<file path="config.mk">
export PLATFORM = sky130hd
export DESIGN_NAME = tt_um_serial_adder
export DESIGN_NICKNAME = d
export VERILOG_FILES = /design/src/rtl/tt_serial_add_pkg.sv /design/src/rtl/tt_um_serial_adder_ha_cell.sv /design/src/rtl/tt_um_serial_adder.sv
export SDC_FILE = /design/constraint.sdc
export NUM_CORES = 1
export LEC_CHECK = 0
export CAP_MARGIN = 20
export CORE_MARGIN = 2
export CORE_UTILIZATION = 37
export DETAILED_ROUTE_END_ITERATION = 12
export GPL_TIMING_DRIVEN = 0
export MAX_ROUTING_LAYER = met4
export PLACE_DENSITY = 0.88
export SETUP_SLACK_MARGIN = 0.2
export SYNTH_ARGS = -nofsm -noshare
export SYNTH_HDL_FRONTEND = slang
export SYNTH_HIERARCHICAL = 1
export SYNTH_SLANG_ARGS = --single-unit
</file>
<file path="constraint.sdc">
create_clock -name clk -period 1.9 [get_ports clk]
set_input_delay 0.38 -clock clk [delete_from_list [all_inputs] [get_ports clk]]
set_output_delay 0.38 -clock clk [all_outputs]
set_load 0.02 [all_outputs]
</file>
<file path="src/rtl/tt_serial_add_pkg.sv">
// tt_serial_add_pkg: shared states, pin indices and default width for the serial adder tile
package tt_serial_add_pkg;
  typedef enum logic [1:0] {IDLE, ACCUM, DONE} state_t;
  localparam int A_IDX = 0;
  localparam int B_IDX = 1;
  localparam int VALID_IDX = 2;
  localparam int START_IDX = 3;
  localparam int SUM_IDX = 0;
  localparam int CARRY_IDX = 1;
  localparam int DONE_IDX = 2;
  localparam int BUSY_IDX = 3;
  localparam int CNT_LSB = 4;
  localparam int OVF_IDX = 7;
  localparam int DEFAULT_WIDTH = 8;
endpackage

</file>
<file path="src/rtl/tt_um_serial_adder_ha_cell.sv">
// ha_cell: combinational half adder
module ha_cell (
  input  logic a,
  input  logic b,
  output logic sum,
  output logic carry
);
  assign sum = a ^ b;
  assign carry = a & b;
endmodule

</file>
<file path="src/rtl/tt_um_serial_adder.sv">
// tt_um_serial_adder: LSB-first bit-serial adder with parallel result register
module tt_um_serial_adder
  import tt_serial_add_pkg::*;
#(
  parameter int WIDTH = DEFAULT_WIDTH
) (
  input  logic       clk,
  input  logic       rst_n,
  input  logic       ena,
  input  logic [7:0] ui_in,
  output logic [7:0] uo_out,
  input  logic [7:0] uio_in,
  output logic [7:0] uio_out,
  output logic [7:0] uio_oe
);
  state_t state_q, state_d;
  logic carry_q, carry_d, sum_q, sum_d, ovf_q, ovf_d;
  logic [2:0] count_q, count_d;
  logic [WIDTH-1:0] result_q, result_d;
  logic s1, c1, s, c2, cout, last;
  logic unused_ok;
  ha_cell u_ha0 (.a(ui_in[A_IDX]), .b(ui_in[B_IDX]), .sum(s1), .carry(c1));
  ha_cell u_ha1 (.a(s1), .b(carry_q), .sum(s), .carry(c2));
  assign cout = c1 | c2;
  assign last = count_q == 3'(WIDTH - 1);
  always_comb begin
    state_d = state_q;
    carry_d = carry_q;
    sum_d = sum_q;
    ovf_d = ovf_q;
    count_d = count_q;
    result_d = result_q;
    if (ena && ui_in[START_IDX]) begin
      state_d = ACCUM;
      carry_d = 1'b0;
      sum_d = 1'b0;
      ovf_d = 1'b0;
      count_d = '0;
      result_d = '0;
    end else if (ena && state_q == ACCUM && ui_in[VALID_IDX]) begin
      carry_d = cout;
      sum_d = s;
      result_d = WIDTH'({s, result_q} >> 1);
      count_d = last ? 3'd0 : count_q + 3'd1;
      state_d = last ? DONE : ACCUM;
      ovf_d = last ? cout : ovf_q;
    end
  end
  always_ff @(posedge clk or negedge rst_n) begin
    if (!rst_n) begin
      state_q <= IDLE;
      carry_q <= 1'b0;
      sum_q <= 1'b0;
      ovf_q <= 1'b0;
      count_q <= '0;
      result_q <= '0;
    end else begin
      state_q <= state_d;
      carry_q <= carry_d;
      sum_q <= sum_d;
      ovf_q <= ovf_d;
      count_q <= count_d;
      result_q <= result_d;
    end
  end
  always_comb begin
    uo_out = '0;
    uo_out[SUM_IDX] = sum_q;
    uo_out[CARRY_IDX] = carry_q;
    uo_out[DONE_IDX] = state_q == DONE;
    uo_out[BUSY_IDX] = state_q == ACCUM;
    uo_out[CNT_LSB +: 3] = count_q;
    uo_out[OVF_IDX] = ovf_q;
  end
  assign uio_out = 8'(result_q);
  assign uio_oe = 8'hFF;
  assign unused_ok = &{1'b0, ui_in[7:4], uio_in};
endmodule

</file>
# [Yosys cells after proc, flatten, opt, wreduce, memory -nomap -nowiden]
# Index checks and enable logic that the tools add are counted.
[totals] register_bits=16
[op_classes] eq_ne=3 mux=15 n_bitwise=5 reduce_logical=6 n_addsub=1
[op_table] operator="8-bit 2-to-1 mux" n=2
[op_table] operator="3-bit 2-to-1 mux" n=3
[op_table] operator="1-bit 2-to-1 mux" n=7
[op_table] operator="2-bit 2-to-1 mux" n=3
[op_table] operator="2-bit nonzero test" n=2
[op_table] operator="3-bit by 1-bit adder with 3-bit output, second input constant" n=1
[op_table] operator="3-bit equality test, second input constant" n=1
[op_table] operator="1-bit logical AND" n=3
[op_table] operator="1-bit AND" n=2
[op_table] operator="2-bit by 1-bit equality test with 1-bit output, second input constant" n=1
[op_table] operator="2-bit equality test, second input constant" n=1
[op_table] operator="2-bit AND reduction" n=1
[op_table] operator="1-bit bitwise XOR" n=2
[op_table] operator="1-bit OR" n=1

# [Depth between registers and ports, before layout]
[logic_depth] depth_word=6 mapped_depth=4 depth_no_buf=4

# [Hierarchy]
# The synthesis kept the hierarchy.
[by_module_without_submodules] mod="tt_um_serial_adder" seq_area_each_um2=375.4 n_inst=1 cells_each=75 area_per_inst_um2=760.7
[by_module_without_submodules] mod="ha_cell" seq_area_each_um2=0.0 n_inst=2 cells_each=1 area_per_inst_um2=12.5

# [Least setup slack after synthesis]
# Ideal clock, no wire load.
[synth_timing] path_type="register -> register" from="register count_q[0]" to="register count_q[0]" setup_ps=77 required_time_ps=1823 synth_period_minus_slack_ps=1452 n_path_buf=0 slack_ps=448 path_stages_with_launch=5 t_arrival_ps=1375 cell_sequence="dfrtp_1 > ha_1 > ha_1 > or3_1 > a21oi_1"
[synth_via] elab_chain_cells=4 word_cells_on_any_way=5
[synth_rtl] element="from (decl)" line_no="tt_um_serial_adder.sv:18" text="logic [2:0] count_q, count_d;"
[synth_rtl] element="from (signal assigned)" line_no="tt_um_serial_adder.sv:62" text="count_q <= count_d;"
[synth_rtl] element="3-bit by 1-bit adder with 3-bit output / 3-bit equality test (equally long branches)" line_no="tt_um_serial_adder.sv:44, tt_um_serial_adder.sv:25"
[synth_rtl] element="3-bit 2-to-1 mux *" line_no="tt_um_serial_adder.sv:44" text="count_d = last ? 3'd0 : count_q + 3'd1;"
[synth_rtl] element="3-bit 2-to-1 mux *" line_no="tt_um_serial_adder.sv:40" text="end else if (ena && state_q == ACCUM && ui_in[VALID_IDX]) begin"
[synth_rtl] element="3-bit 2-to-1 mux *" line_no="tt_um_serial_adder.sv:33" text="if (ena && ui_in[START_IDX]) begin"
# Mark *: on every way between the ends. The rest lies on a longest branch, timed or not. The select of a mux whose other input is x is not followed.
# A chain may end at the register's enable or synchronous reset.

# [Final worst setup path]
[layout_timing] from="register count_q[2]" to="output uo_out[6]"
[layout_lines] element="to (decl)" line_no="tt_um_serial_adder.sv:11" text="output logic [7:0] uo_out,"
# No word-level cell between the ends.

==> metrics.csv <==
stage,metric,value,unit
sta,fmax,598.1,MHz
critical_path,R2R depth,4,
place,Port Buffers,22,
critical_path,Crit Path Class,flop to primary output,
clock_tree,H-tree depth,1,
drt,first-pass detailed-route iteration total,4,
sta,Worst Tran Pin Value,659.3,ps
synthesis,Post-synth EDFFs,0,
pwr,Lkg Pwr,0.5890,nW
synthesis,main area contributors after synthesis,"dfrtp_1 (48%), buf_4 (11%), nand2_1 (7.2%)",
clock_tree,Post-CTS Setup Repair Bufs,0,
pwr,VDD IR-drop max,0.0004923,V
global_routing,largest net degree at the start of global routing,16,
drt,violation count after the first detailed-route iteration,13,
sta,setup total negative slack,0,ps
final_layout,post-route cell area,1089,um^2
synthesis,#FFs+latches synth,15,
global_routing,GRT Residual Overflow,0,
sta,Final Hold Fails,0,
sta,Final Setup Violations,0,
clock_tree,clk buf depth,2,
critical_path,worst r2r src,count_q[0],
drt,vias per cell,4.547,
sta,crit share post-route,88.00,%
critical_path,CP Data Arrival Time,1290,ps
outcome,status,"complete, no violations",
sta,Slew HR,55.91,%
die,Core Area,1982,um^2
die,Initial Utilization,39.65,%
critical_path,"Req. time, crit path",1520,ps
global_routing,vias in the first global route,625,
final_layout,fillers,178,
job,MaxCap Viol Count,0,
place,DPL Wire Length,1190,um
die,Die ar.,2509,um^2
global_routing,initial antenna violation count,0,
final_layout,Antenna Diode Count,0,
sta,Setup Skew,1.695,ps
final_layout,Final nets,134,
critical_path,R2R Path End,count_q[0],
worst_hold_path,Hold Crit Class,input port to asynchronous set/reset pin,
critical_path,startpoint types,flop,
critical_path,critical path's slowest cell,clkdlybuf4s50_1,
place,Post-Place Setup Slack,196.3,ps
clock_tree,# clock sinks,15,
synthesis,Synth Instances,77,
critical_path,Critical Path End Type,primary output,
critical_path,Critical Path Fanout Max,3,
die,Rows,16,
drt,DR WL/cell,11.35,um
clock_tree,clk slew on worst S/H paths,90,ps
sta,unrepaired setup endpoints after global routing,no,
place,routability cong.,0.7998,
synthesis,Syn Area/Cell,10.20,um^2
synthesis,Synth Warn #,6,
global_routing,first-pass GRT wire length,2815,um
synthesis,Synth top area share,47.77,%
die,DIE WIDTH,50.09,um
synthesis,sequential fraction of the synthesis area,47.77,%
sta,setup ws final,228.1,ps
clock_tree,Clock Latency Late Sink,280,ps
pwr,pwr dens,604.2,nW/um^2
critical_path,crit-path cells,clkdlybuf4s50_1,
sta,Max Slew Vio Count,0,
clock_tree,Root Buffer Master,clkbuf_4,
drt,DRT Wirelength,1555,um
synthesis,Main synth FF type,dfrtp_1,
critical_path,"CP delay by family, top",buffers and inverters,
synthesis,Cell variety after synth,24,
final_layout,"commonest cells after routing, fill and taps aside","nand2_1 (15), dfrtp_1 (15), buf_4 (12), clkdlybuf4s50_1 (12), a21oi_1 (9)",
place,placed instance area,1066,um^2
drt,DRC,0,
clock_tree,CTS tree,done,
global_routing,Overall Global Routing Usage,15.06,%
clock_tree,CTS Buf Count,3,
critical_path,delay of the slowest critical-path stage,620,ps
clock_tree,hold_buf cts,0,
final_layout,share of layout cells above drive strength 1,20.00,%
critical_path,Worst R2R Setup Slack,460,ps
synthesis,cell taking the most area after synthesis,dfrtp_1,
die,io pins,43,
die,die height,50.09,um
final_layout,area grow syn2layout,38.53,%
drt,vias post-DR,623,
synthesis,ys async rst share,100.0,%
synthesis,mapped cell area,785.8,um^2
drt,ANT nets after route,0,
critical_path,worst path buffer plus inverter count,1,
sta,crit path time final,1672,ps
[final cells by class]
class	instances	area (um^2)	share of cell area (%)
flip-flops and latches	15	375.4	34.48
multi-input cells	54	325.3	29.89
repair buffers	22	215.2	19.77
plain buffers	15	111.4	10.23
well taps	27	33.78	3.103
clock buffers	3	22.52	2.069
clock inverters	1	5.005	0.4598
[flip-flops by register name, indices dropped and copies added (netlist names)]
name and count:
count_q 3, uio_out 7, state_q 2, carry_q 1
sum_q 1, ovf_q 1
[routing by layer]
metal / wire length (um) / global-route usage [%] / share of wire (%)
met1: 645 / 17.92 / 41
met4: 25 / 6.944 / 1.6
met2: 767 / 24.12 / 49
met5: 0 / - / 0
met3: 116 / 3.333 / 7.5
[power by group]
group / total, W / internal [W] / switching, W / leakage [nW]
Combinational: 0.000137 / 0.0000623 / 0.0000743 / 0.369
Sequential: 0.000341 / 0.000330 / 0.0000106 / 0.202
Clock: 0.000180 / 0.0000781 / 0.000102 / 0.0177
Total: 0.000658 / 0.000471 / 0.000187 / 0.589
[worst reg2reg max path, cell delays in order, from the launching register on]
cell and delay [ps]:
dfrtp_1 420, ha_1 220, ha_1 240, or3_1 380, a21oi_1 120
[Yosys cell counts, types with 2 or more instances]
master / count
a21oi_1: 9
a22o_1: 3
buf_2: 2
buf_4: 12
dfrtp_1: 15
ha_1: 4
nand2_1: 15
[cell families (layout without fill, tap and decap cells)]
kind of cell	count (synthesis)	in the layout	share of synthesized area, %
adder cells (fa/ha/maj)	4	4	6.370
other	1	8	0.4772
AND/OR/NAND/NOR	26	26	17.84
AO/OA/AOI/OAI	15	15	12.10
multiplexers	1	1	1.274
flip-flops	15	15	47.77
buffers and inverters	15	41	14.17
[worst max-delay path by stage]
stage | end | slack (ps) | startpoint | depth (start not counted)
floorplan | count_q[0] | 450 | count_q[0] | 4
CTS | uo_out[6] | 220 | count_q[2] | 1
detailed placement | sum_q | 200 | ui_in[0] | 4
finish | uo_out[6] | 230 | count_q[2] | 1
global placement | sum_q | 200 | ui_in[0] | 4
global route | uio_out[6] | 200 | uio_out[6] | 1
[timing repair]
| item | in CTS | in global routing |
|---|---|---|
| pin swaps | 0 | 0 |
| hold endpoints to repair | 0 | 0 |
| resized for setup | 8 | 2 |
| endpoints found under the setup margin | 8 | 2 |
[through the flow]
step            power, W  hold WS [ps]  utilization (%)  cells
2_1_floorplan  0.0004332         84.41                -     84
3_3_place_gp   0.0004869         508.7            53.79    133
3_5_place_dp   0.0004929         511.8            53.79    133
4_1_cts        0.0006655         511.1            54.67    137
5_1_grt        0.0006904         538.3            54.92    137
6_report       0.0006578         495.5            54.92    137
Note: power is estimated with default switching activity, not from simulation.
